### config.mk
export PLATFORM = sky130hd
export DESIGN_NAME = bram0_loader
export DESIGN_NICKNAME = d
export VERILOG_FILES = /design/src/rtl/bram0_loader.sv
export SDC_FILE = /design/constraint.sdc
export NUM_CORES = 1
export LEC_CHECK = 0
export BUFFER_PORTS_ARGS = -buffer_cell sky130_fd_sc_hd__buf_4
export CAP_MARGIN = 20
export CORE_ASPECT_RATIO = 1.5
export CORE_UTILIZATION = 53
export DETAILED_ROUTE_END_ITERATION = 8
export PLACE_DENSITY = 0.9
export SLEW_MARGIN = 10
export SYNTH_ARGS = -nofsm -noshare
export SYNTH_HDL_FRONTEND = slang
export SYNTH_SLANG_ARGS = --single-unit
export TNS_END_PERCENT = 20
### constraint.sdc
create_clock -name clk -period 3.69 [get_ports clk]
set_input_delay 0.369 -clock clk [delete_from_list [all_inputs] [get_ports clk]]
set_output_delay 0.369 -clock clk [all_outputs]
set_load 0.005 [all_outputs]
### src/rtl/bram0_loader.sv
// Count-framed stream loader into BRAM0, optionally kicking the accessor afterwards.
// Optional feature macro: LOADER_AUTO_KICK_EN (KICK/WAIT handshake with the accessor).
module bram0_loader #(
  parameter int CNT_BIT = 8,
  parameter int DWIDTH  = 32,
  parameter int AWIDTH  = 8
) (
  input  logic               clk,
  input  logic               reset_n,
  input  logic               start_load_i,
  input  logic [CNT_BIT-1:0] load_count_i,
  input  logic               s_valid_i,
  input  logic [DWIDTH-1:0]  s_data_i,
  output logic               s_ready_o,
  output logic [AWIDTH-1:0]  addr_b0_o,
  output logic               ce_b0_o,
  output logic               we_b0_o,
  output logic [DWIDTH-1:0]  d_b0_o,
  output logic               start_run_o,
  output logic [CNT_BIT-1:0] run_count_o,
  input  logic               acc_done_i,
  output logic               idle_o,
  output logic               load_o,
  output logic               wait_o,
  output logic               done_o
);

  typedef enum logic [2:0] {S_IDLE, S_LOAD, S_KICK, S_WAIT, S_DONE} state_t;

  state_t             state_q, state_d;
  logic [CNT_BIT-1:0] cnt_q, cnt_d;
  logic [CNT_BIT-1:0] acc_q, acc_d;
  logic               ready_q, ready_d;
  logic               wr_q, wr_d;
  logic [AWIDTH-1:0]  addr_q, addr_d;
  logic [DWIDTH-1:0]  data_q, data_d;
  logic               start_q, start_d;
  logic [CNT_BIT-1:0] run_cnt_q, run_cnt_d;
  logic               idle_q, load_q, wait_q, done_q;
  logic               beat;
  logic [CNT_BIT-1:0] acc_nxt;

  // ready_q is only ever set inside LOAD, so it alone qualifies a beat
  assign beat    = s_valid_i & ready_q;
  assign acc_nxt = acc_q + 1'b1;

  always_comb begin
    state_d   = state_q;
    cnt_d     = cnt_q;
    acc_d     = acc_q;
    ready_d   = ready_q;
    wr_d      = 1'b0;
    addr_d    = addr_q;
    data_d    = data_q;
    start_d   = 1'b0;
    run_cnt_d = run_cnt_q;
    case (state_q)
      S_IDLE: begin
        if (start_load_i) begin
          if (load_count_i != '0) begin
            cnt_d   = load_count_i;
            acc_d   = '0;
            ready_d = 1'b1;
            state_d = S_LOAD;
          end else begin
            state_d = S_DONE;
          end
        end
      end
      S_LOAD: begin
        if (beat) begin
          wr_d   = 1'b1;
          addr_d = AWIDTH'(acc_q);
          data_d = s_data_i;
          acc_d  = acc_nxt;
          if (acc_nxt == cnt_q) begin
            ready_d = 1'b0;
`ifdef LOADER_AUTO_KICK_EN
            state_d   = S_KICK;
            start_d   = 1'b1;
            run_cnt_d = cnt_q;
`else
            state_d   = S_DONE;
`endif
          end
        end
      end
      S_KICK: state_d = S_WAIT;
      S_WAIT: if (acc_done_i) state_d = S_DONE;
      S_DONE: begin
        state_d   = S_IDLE;
        run_cnt_d = '0;
      end
      default: state_d = S_IDLE;
    endcase
  end

  always_ff @(posedge clk or negedge reset_n) begin
    if (!reset_n) begin
      state_q   <= S_IDLE;
      cnt_q     <= '0;
      acc_q     <= '0;
      ready_q   <= 1'b0;
      wr_q      <= 1'b0;
      addr_q    <= '0;
      data_q    <= '0;
      start_q   <= 1'b0;
      run_cnt_q <= '0;
      idle_q    <= 1'b1;
      load_q    <= 1'b0;
      wait_q    <= 1'b0;
      done_q    <= 1'b0;
    end else begin
      state_q   <= state_d;
      cnt_q     <= cnt_d;
      acc_q     <= acc_d;
      ready_q   <= ready_d;
      wr_q      <= wr_d;
      addr_q    <= addr_d;
      data_q    <= data_d;
      start_q   <= start_d;
      run_cnt_q <= run_cnt_d;
      idle_q    <= (state_d == S_IDLE);
      load_q    <= (state_d == S_LOAD);
      wait_q    <= (state_d == S_WAIT);
      done_q    <= (state_d == S_DONE);
    end
  end

  assign s_ready_o   = ready_q;
  assign addr_b0_o   = addr_q;
  assign ce_b0_o     = wr_q;
  assign we_b0_o     = wr_q;
  assign d_b0_o      = data_q;
  assign start_run_o = start_q;
  assign run_count_o = run_cnt_q;
  assign idle_o      = idle_q;
  assign load_o      = load_q;
  assign wait_o      = wait_q;
  assign done_o      = done_q;

endmodule
# == Yosys cells after proc, flatten, opt, wreduce, memory -nomap -nowiden ==
# Cells that the tools add are included.
# totals
reg_bits,65
latchBits,0
ram_bits,0
romBits,0
in_bits,45
output_inout_bits,56
memories,0
# op_classes
addsub,1
mul,0
div,0
magnitude_cmp,0
n_eq_ne,11
shift,0
muxes,17
bitwise_logic,1
n_reduce_logical,8
# op_table
cell,count
$mux 8,3
$pmux 8 s2,1
$mux 3,5
$pmux 3 s4,1
$eq 3x2->1 const B,3
$add 8x1->8 const B,1
$eq 8x8->1,1
$ne 2x2->1 const B,4
$reduce_bool 8->1,1
$eq 3x1->1 const B,2
$logic_not 3->1,2
$mux 1,6
$reduce_and 5->1,1
$reduce_and 4->1,1
$eq 3x3->1 const B,1
$reduce_and 3->1,1
$pmux 1 s2,1
$reduce_and 2->1,1
$reduce_bool 2->1,1
$and 1x1->1,1

# == Logic depth before layout (Yosys ltp) ==
# Gate-level depths: netlist of run 1.
# logic_depth
word_depth,6
depth_mapped,8
ltp_nobuf,7

# == Worst setup path before layout of run 1 ==
# OpenSTA, ideal clock, no wires.
# synth_path
kind,reg-to-reg
from,register acc_q[1]
to,register load_q (netlist: load_o)
setup_ps,119
arrival_ps,1754
path_slack_ps,1817
path_stages_with_launch,9
cell_sequence,dfrtp_1 > ha_1 > buf_2 > and3_1 > and3_1 > xnor2_1 > o211ai_1 > nand3_1 > o21a_1
# synth_between
elab_chain_len,6
# synth_rtl
element,line_no,source
start: declaration,32,"logic [CNT_BIT-1:0] acc_q, acc_d;"
start signal: assignment,102,acc_q <= '0;
start signal: assignment,116,acc_q <= acc_d;
$add 8x1->8,45,assign acc_nxt = acc_q + 1'b1;
$eq 8x8->1,76,if (acc_nxt == cnt_q) begin
$mux 3,76,
$mux 3,71,if (beat) begin
$pmux 3 s4,57,case (state_q)
$eq 3x1->1,124,load_q <= (state_d == S_LOAD);
end signal: assignment,124,
end: declaration,39,"logic idle_q, load_q, wait_q, done_q;"
# Every way passes these cells.
# A chain may end at the register's enable or synchronous reset.

# == Final worst setup path of run 1 ==
# layout_path
from,register acc_q[0]
to,register load_q (netlist: load_o)
# Same word-level chain as after synthesis.

==> results of run 1 <==
-- power by group through the flow --
stage / Clock [mW] / Sequential (mW) / Combinational [mW]
floorplan: 0 / 1.16 / 0.605
global placement: 0 / 1.19 / 1.03
detailed placement: 0 / 1.19 / 1.07
CTS: 0.649 / 1.19 / 1.08
global route: 0.682 / 1.23 / 1.19
finish: 0.635 / 1.19 / 1.06
-- through the flow --
stage          instance area [µm²]  utilization [%]
2_1_floorplan                 2940                -
3_3_place_gp                  3560             68.5
3_5_place_dp                  3560             68.5
4_1_cts                       3770             72.5
5_1_grt                       3770             72.5
6_report                      3770             72.5
-- cells in the mapped netlist, types with 3 or more instances --
library cell | n | area [µm²]
sky130_fd_sc_hd__clkbuf_1 | 5 | 18.8
sky130_fd_sc_hd__buf_4 | 10 | 75.1
sky130_fd_sc_hd__xor2_1 | 3 | 26.3
sky130_fd_sc_hd__mux2_2 | 8 | 90.1
sky130_fd_sc_hd__buf_2 | 10 | 50.1
sky130_fd_sc_hd__nand3_1 | 9 | 45.0
sky130_fd_sc_hd__inv_1 | 6 | 22.5
sky130_fd_sc_hd__xnor2_1 | 8 | 70.1
sky130_fd_sc_hd__nand2_1 | 136 | 510
sky130_fd_sc_hd__dfrtp_1 | 64 | 1600
sky130_fd_sc_hd__and3_1 | 3 | 18.8
sky130_fd_sc_hd__o21ai_0 | 12 | 60.1
sky130_fd_sc_hd__o22ai_1 | 3 | 18.8
sky130_fd_sc_hd__nand4_1 | 3 | 18.8
-- flip-flops by register name, summed over array words and instances (netlist names) --
signal	cells
acc_q	8
addr_b0_o	8
cnt_q	8
load_o	1
d_b0_o	32
done_o	1
s_ready_o	1
ce_b0_o	1
wait_o	1
idle_o	1
state_q	3
-- placed cells by master, fill, tap and decap left out, types with 3 or more instances in the layout --
cell / count
sky130_fd_sc_hd__nand3_1: 9
sky130_fd_sc_hd__xor2_1: 3
sky130_fd_sc_hd__o21ai_0: 12
sky130_fd_sc_hd__mux2_2: 8
sky130_fd_sc_hd__and3_1: 3
sky130_fd_sc_hd__inv_1: 6
sky130_fd_sc_hd__conb_1: 9
sky130_fd_sc_hd__xnor2_1: 8
sky130_fd_sc_hd__dfrtp_1: 64
sky130_fd_sc_hd__buf_4: 93
sky130_fd_sc_hd__clkbuf_8: 9
sky130_fd_sc_hd__nand4_1: 3
sky130_fd_sc_hd__o22ai_1: 3
sky130_fd_sc_hd__nand2_1: 136
-- cells by family (layout without fill, tap and decap cells) --
group	Yosys count	count (layout)	synth area share, %
multiplexers	8	8	3.10
AO/OA/AOI/OAI	30	30	7.24
XOR/XNOR	11	11	3.32
AND/OR/NAND/NOR	165	165	23.6
buffers and inverters	32	115	6.12
other	1	9	0.129
flip-flops	65	65	56.0
adder cells (fa/ha/maj)	1	1	0.431
-- routing by layer --
layer	global-route usage (%)	vias up	wire length [µm]	share of wire [%]
met5	0	-	0	0
met4	16.9	0	224	3.5
met3	3.82	19	296	4.6
met2	41.9	89	3500	54
met1	27.4	1167	2410	37
li1	-	1170	-	-
-- final cells by class --
cell class	count	share of cell area, %
clock buffers	11	3.48
clock inverters	5	2.12
inverters	6	0.597
multi-input cells	224	29.9
flip-flops and latches	65	43.1
well taps	68	2.25
repair buffers	93	18.5
-- worst max-delay path: stages, from the launching register on --
cell	delay [ns]
sky130_fd_sc_hd__dfrtp_1	0.47
sky130_fd_sc_hd__ha_1	0.35
sky130_fd_sc_hd__and3_1	0.24
sky130_fd_sc_hd__and3_1	0.22
sky130_fd_sc_hd__xnor2_1	0.14
sky130_fd_sc_hd__o211ai_1	0.18
sky130_fd_sc_hd__nand3_1	0.21
sky130_fd_sc_hd__o21a_1	0.24
-- final timing paths --
check                                to
setup / recovery                 load_o
setup reg to reg                 load_o
max in group asynchronous        load_o
min in group clk             d_b0_o[12]
hold reg to reg            addr_b0_o[6]
hold / removal               d_b0_o[17]
==> run summary, run 1 <==
The flow ran to the end, and the final reports show no timing, DRC or antenna violations. Most used flip-flop cell after synthesis: sky130_fd_sc_hd__dfrtp_1. For the number of top-level pins, the log shows 101. For the placeable core region, the log shows 0.00520 mm². The proportion of power drawn by flip-flops and latches came out at 41.2%. The run gives 4470 µm as the estimated wirelength of the detail-placed design. The clock arrives with 0.00655 ns of skew. The critical path class was reg -> reg. The Yosys step of the flow raised 0 warnings. Routability-driven placement finished with a final weighted congestion of 0.857.

The total setup violations reported at the end of the flow came out at 0. For this configuration, the core starts out at a cell density of 55.8%. For the number of hold violations in the final report, the log shows 0. Of all nets on the critical path, the largest fanout is 10. The net count of the finished layout is 445. The number of synthesized flops with an enable pin is 0. In this run the tool buffered the top-level ports with 91 buffer cells.

The proportion of register bits with asynchronous set or reset after synthesis was 100%. The TritonCTS buffer count is 9, and the setup total negative slack is 0 ns. After synthesis the cells add up to 0.00291 mm². For the cell total after placement, the log shows 456. The switching part of the total is 34.3%.

The setup check on the worst reg-to-reg path leaves a slack of 1.52 ns. Measured against its own limit, the worst slew margin works out to 40.1%. The area growth from synthesis to layout is 29.9%. The die covers 0.00579 mm². The total of hold buffers inserted after clock tree synthesis is 0.

For the pin with the worst max-slew slack, the measured transition is 0.897 ns. The first global-routing pass estimated 10800 µm of wire. The portion of total power attributed to the clock network was 22.0%; the number of vias per cell after detailed routing was 5.18. Global routing used 24.4% of the available tracks. For this design the static power due to leakage is 1.98 nW. Sink count of the clock tree: 65. The type of the most critical hold path is in -> async. The pre-antenna-repair detailed-routing pass consisted of 4 iterations.

TritonCTS built the clock tree. The via count of the first global-routing pass came out at 2462. The total of flip-flops plus latches after synthesis came out at 65. The critical path starts at acc_q[0]. Share of the clock period used by the worst path after layout: 58.8%. The buffer count from post-CTS setup fixing is 0, and the overall die height is 92.7 µm.

For the initial antenna violation count, the log shows 0. The depth of the most critical reg-to-reg path is 7, and the clock period minus final worst setup slack is 2.17 ns. The tool flagged a number of max-cap violations equal to 0. The kind of start point of the critical path was a register. The run gives 0.116 ns as the worst hold margin.

The tools report the beginning of the worst register-to-register path as acc_q[0]. Across the VDD grid, the largest voltage drop is 0.566 mV. Wires add up to 6420 µm.

For the worst setup path, the data arrival time is 2.39 ns. For this run the aggregate overflow at the end of global routing stands at 0. The power per unit of standard cell area is 766 mW/mm², and the max-slew violation total from the final report is 0. The logs give 313 for the synthesized instance count and 0.33 ns for the source-to-sink clock delay at the later pin of the worst-skew pair. Register clock-pin slew on the reported worst setup and hold paths: 0.07 ns. CTS placed an instance of sky130_fd_sc_hd__clkbuf_8 at the clock tree root. After synthesis, flip-flops and latches occupy 56.0% of the total area. The pin count of the biggest net entering global routing was 66; the maximum buffer depth of the clock tree was 2. In the final layout, flip-flops and latches occupy 0.00163 mm². The total area of multi-input combinational cells was 0.00113 mm².

The die is 62.5 µm wide. The analysis attributes to net switching a power of 0.991 mW. Internal power: 1.90 mW.

Excluding fillers, the count of instances in the completed layout stands at 472. In this run, the combinational gates consume 36.8% of the power. The remaining antenna violation count came out at 0. After detailed routing, the number of remaining DRC violations is 0. The ratio of cells with drive above 1 in the final layout was 29.7%. The tools report the overall power of the completed layout as 2.89 mW.

The worst setup path is captured at a register. Once the clock tree was built, the resizer swapped 0 gates to a different size. After detailed routing, the average wire length per cell comes to 13.6 µm.

At the worst endpoint, the required time is 3.91 ns. CTS built an H-tree with a depth of 3. Maximum frequency from static timing analysis: 461 MHz. For the DRC violation total after the first TritonRoute iteration, the log shows 103. Fill cells in the final layout number 387. Setup repair after global routing left no endpoint under its margin. The count of different cell masters after synthesis is 39, and the pre-CTS worst setup slack is 1.54 ns.

Detailed routing inserted a total of 2445 vias. The placement row count was 32; the number of antenna repair diodes was 0. Setup slack on the critical path of the routed design comes to 1.52 ns. The average cell area after synthesis is 9.28 µm².
No activity file was read; power rests on OpenSTA's default activity.
==> inputs of run 2 (changes only) <==
--- a/config.mk
+++ b/config.mk
@@ -5,12 +5,13 @@
 export SDC_FILE = /design/constraint.sdc
 export NUM_CORES = 1
 export LEC_CHECK = 0
+export ABC_AREA = 1
 export BUFFER_PORTS_ARGS = -buffer_cell sky130_fd_sc_hd__buf_4
 export CAP_MARGIN = 20
 export CORE_ASPECT_RATIO = 1.5
-export CORE_UTILIZATION = 53
+export CORE_UTILIZATION = 45
 export DETAILED_ROUTE_END_ITERATION = 8
-export PLACE_DENSITY = 0.9
+export PLACE_DENSITY = 0.82
 export SLEW_MARGIN = 10
 export SYNTH_ARGS = -nofsm -noshare
 export SYNTH_HDL_FRONTEND = slang
==> constraint.sdc (replaced) <==
create_clock -name clk -period 1.8 [get_ports clk]
set_input_delay 0.18 -clock clk [delete_from_list [all_inputs] [get_ports clk]]
set_output_delay 0.18 -clock clk [all_outputs]
set_load 0.005 [all_outputs]
==> run summary, run 2 <==
The tools report the initial core utilization as 47.4% (-8.4 points). Area share of the largest cell type after synthesis: 54.0% (-1.1 points). The TritonCTS buffer count was 9 (unchanged); the initial antenna violation count was 0 (unchanged). The last weighted congestion value of the routability-driven placer was 0.888 (+3.6%).

The deepest level of the CTS H-tree was 3 (unchanged); the share of the clock period used by the worst path after layout was 92.2% (+33 points). The worst setup path endpoint is s_ready_o. For the detailed-router iteration count before antenna repair, the log shows 4 (unchanged). The max-slew violation total from the final report is 0 (unchanged), and the pin slew with the least headroom to its limit is 0.804 ns (-0.0936 ns).

For the total setup violations reported at the end of the flow, the log shows 0 (unchanged). The overall power of the completed layout is 6.57 mW (+130%), and the via count of the first global-routing pass is 2382 (-3.2%). The register clock-pin slew on the reported worst setup and hold paths was 0.08 ns (about the same); the critical path data arrival time was 1.88 ns (-0.51 ns). The worst setup skew after layout was 0.0108 ns (+0.00427 ns). The most critical setup path has its startpoint at acc_q[1]. For the final global-route overflow total, the log shows 0 (unchanged).

Critical path's most frequent cell: sky130_fd_sc_hd__nand2_1. The worst setup path is launched from a register. The root cell of the clock tree was sky130_fd_sc_hd__clkbuf_8. For the aggregate global-route resource usage, the log shows 19.9% (-4.5 points). The critical path is of the reg -> reg type. The estimated wirelength of the detail-placed design is 4820 µm (+7.7%). The run finished with clean final reports. The maximum resistive drop on vdd is 0.714 mV (+26%). The DRC violation total after the first TritonRoute iteration was 131 (+27%); the pin count of the biggest net entering global routing was 66 (unchanged). The pre-CTS worst setup slack is 0.0883 ns (-1.45 ns), and the total of flip-flops plus latches after synthesis is 65 (unchanged). The proportion of register bits with asynchronous set or reset after synthesis is 100% (unchanged). The overall die height works out to 101 µm (+9.5%). Cell taking the most area after synthesis: sky130_fd_sc_hd__dfrtp_1. The worst register-to-register path ends at s_ready_o.

In the synthesized netlist the dominant register cell turns out to be sky130_fd_sc_hd__dfrtp_1. The remaining antenna violation count was 0 (unchanged); the remaining routing DRC violations was 0 (unchanged). The power per unit of standard cell area came out at 1660 mW/mm² (+120%). The minimum setup slack among reg-to-reg paths was 0.14 ns (-1.38 ns). The largest individual stage delay along the critical path comes from the cell sky130_fd_sc_hd__dfrtp_1.

By count the netlist is led by 151 x sky130_fd_sc_hd__nand2_1, 64 x sky130_fd_sc_hd__dfrtp_1, 28 x sky130_fd_sc_hd__inv_1. The synthesized instance count is 356 (+14%). For the number of vias in the routed layout, the log shows 2579 (+5.5%). The placeable core region came out at 0.00626 mm² (+20%). The worst setup path is captured at a register. The maximum frequency from static timing analysis was 603 MHz (+31%); the clock period minus final worst setup slack was 1.66 ns (-0.510 ns). The min-delay analysis places its worst path in the category in -> reg.

The delay of the slowest critical-path stage came out at 0.42 ns (-0.05 ns). Number of flip-flops under the largest register name: 32 (unchanged). The worst-path maximum fanout works out to 5 (-5).

The cell count of the worst hold path is 3, and the combined buffer and inverter count along the critical path is 1 (+1). The maximum buffer depth of the clock tree is 2 (unchanged), and the depth of the most critical reg-to-reg path is 12 (+5). The first-pass GRT wire length was 10300 µm (-5.3%). The number of synthesized flops with an enable pin is 0 (unchanged), and the sum of routed wire length over all layers is 6650 µm (+3.5%). The tools report the max-cap violation count as 0 (unchanged).

The total number of yosys warnings was 0 (unchanged); the ratio of cells with drive above 1 in the final layout was 30.5% (+0.80 points). The count of input and output buffers was 91 (unchanged); the sink count of the clock tree was 65 (unchanged). The leading cell type in the layout, fill and taps excluded is sky130_fd_sc_hd__nand2_1. The critical path data required time came out at 2.02 ns (-1.89 ns).

TritonCTS built the clock tree. For the final critical-path setup slack, the log shows 0.141 ns (-1.38 ns). Ranked by total cell area, the synthesized netlist is headed by sky130_fd_sc_hd__dfrtp_1 54%, sky130_fd_sc_hd__nand2_1 19%, sky130_fd_sc_hd__nand3_1 4.0%, sky130_fd_sc_hd__o21ai_0 3.7%, sky130_fd_sc_hd__inv_1 3.5%.

Yosys instantiated no cell more often than sky130_fd_sc_hd__nand2_1. The tools report the number of top-level pins as 101 (unchanged). The number of antenna repair diodes was 0 (unchanged); the total die area was 0.00693 mm² (+20%).

The remaining max-slew budget at the tightest pin was 46.4% (+6.3 points). The cell area after technology mapping came out at 0.00297 mm² (+2.1%). The routed length per instance was 12.5 µm (-8.4%).

Placement row count: 35 (+9.4%). The average cell area after synthesis was 8.33 µm² (-10%). Compared with the post-synthesis result, the final layout area differs by 33.7%. The depth of the critical timing path with buffers and inverters included is 12 (+5). The run gives 0.33 ns (about the same) as the source-to-sink clock delay at the later pin of the worst-skew pair.

Walking the worst path, the cells encountered are ha_4 -> nand2_2 -> nor2_4 -> nand2_2 -> nand2_1 -> nand3_1 -> nand2_1 -> nand2_1 -> nor2_2 -> nand3_2 -> o21ai_1 -> inv_1. The post-synthesis sequential area ratio was 54.9% (-1.2 points). The number of vias per cell after detailed routing was 4.84 (-6.6%). The library cells used most frequently in the layout, excluding fill and tap cells, are 151 x sky130_fd_sc_hd__nand2_1, 98 x sky130_fd_sc_hd__buf_4, 63 x sky130_fd_sc_hd__dfrtp_1. Width of the die: 68.3 µm (+9.4%). The final layout net count was 500 (+12%).

Grouping stages by cell kind, the critical path spends the most delay in simple AND/OR/NAND/NOR gates. In this run the critical register-to-register path is launched from acc_q[1]. For the number of hold violations in the final report, the log shows 0 (unchanged).

The logs give 29 (-26%) for the count of different cell masters after synthesis and 2.16 nW (+9.4%) for the leakage power figure.
## run 2: cell count changes in the layout (fill, tap and decap cells not counted), moves of 4 or more
| cell | delta |
|---|---|
| sky130_fd_sc_hd__o21ai_0 | +10 |
| sky130_fd_sc_hd__nand2_1 | +15 |
| sky130_fd_sc_hd__nor2_1 | +6 |
| sky130_fd_sc_hd__inv_2 | +4 |
| sky130_fd_sc_hd__mux2_2 | -8 |
| sky130_fd_sc_hd__nor2_2 | +6 |
| sky130_fd_sc_hd__nand2_2 | +7 |
| sky130_fd_sc_hd__inv_1 | +22 |
| sky130_fd_sc_hd__nand3_1 | +15 |
| sky130_fd_sc_hd__buf_4 | +5 |
| sky130_fd_sc_hd__xnor2_1 | -7 |
## run 2: how the worst min path moves through the flow
stage,to,startpoint
global placement,d_b0_o[5],reset_n
CTS,wait_o,acc_done_i
floorplan,acc_q[0],reset_n
global route,d_b0_o[30],s_data_i[30]
detailed placement,d_b0_o[3],reset_n
finish,d_b0_o[22],s_data_i[22]
## run 2: what timing repair did
action,in CTS,in global routing
endpoints found under the hold margin,64,0
hold buffers,1,0
buffers inserted,0,2
setup endpoints to repair,0,4
resized for setup,0,4
## run 2: where the power goes
group,internal (mW),leakage (nW),switching [mW]
combinational,1.22,1.23,1.31
clock,0.963,0.123,0.570
sequential,2.08,0.815,0.422
## run 2: kinds of logic after synthesis
logic type	after synthesis	share of synthesized area (%)
compound gates	30	5.48
xor+xnor	3	0.886
fa+ha+maj	1	0.422
buf+inv	52	8.90
flops	65	54.9
other cells	1	0.126
simple gates	204	29.3
## run 2: per-layer routing
layer	GRT usage [%]	share of wire (%)
met1	21.4	40
met2	35.1	53
met3	4.17	4.7
met4	10.4	2.3
met5	0	0
## run 2: through the flow
step                      TNS [ns]  std cells  util, %  hold WS (ns)  cell area [µm²]
final                            0        533     63.3        0.0404             3970
after global routing       -0.0155        533     63.3        0.0194             3970
after CTS                        0        531     62.7        0.0243             3930
after detailed placement         0        514     58.5         0.321             3670
after global placement           0        514     58.5         0.309             3670
after floorplan                  0        364        -        -0.116             3000
## run 2: cell type report
cell class	instances	area [µm²]
Sequential cell	65	1630
Clock inverter	6	115
Fill cell	529	2300
Tap cell	74	92.6
Multi-Input combinational cell	247	1120
Inverter	32	120
Timing Repair Buffer	99	746
Clock buffer	10	138
## run 2: worst register-to-register path, cell delays in order (launching register included)
cell and delay (ns):
sky130_fd_sc_hd__dfrtp_1 0.42, sky130_fd_sc_hd__ha_4 0.16, sky130_fd_sc_hd__nand2_2 0.08, sky130_fd_sc_hd__nor2_4 0.15, sky130_fd_sc_hd__nand2_2 0.08, sky130_fd_sc_hd__nand2_1 0.09, sky130_fd_sc_hd__nand3_1 0.08, sky130_fd_sc_hd__nand2_1 0.08
sky130_fd_sc_hd__nand2_1 0.06, sky130_fd_sc_hd__nor2_2 0.12, sky130_fd_sc_hd__nand3_2 0.10, sky130_fd_sc_hd__o21ai_1 0.09, sky130_fd_sc_hd__inv_1 0.05
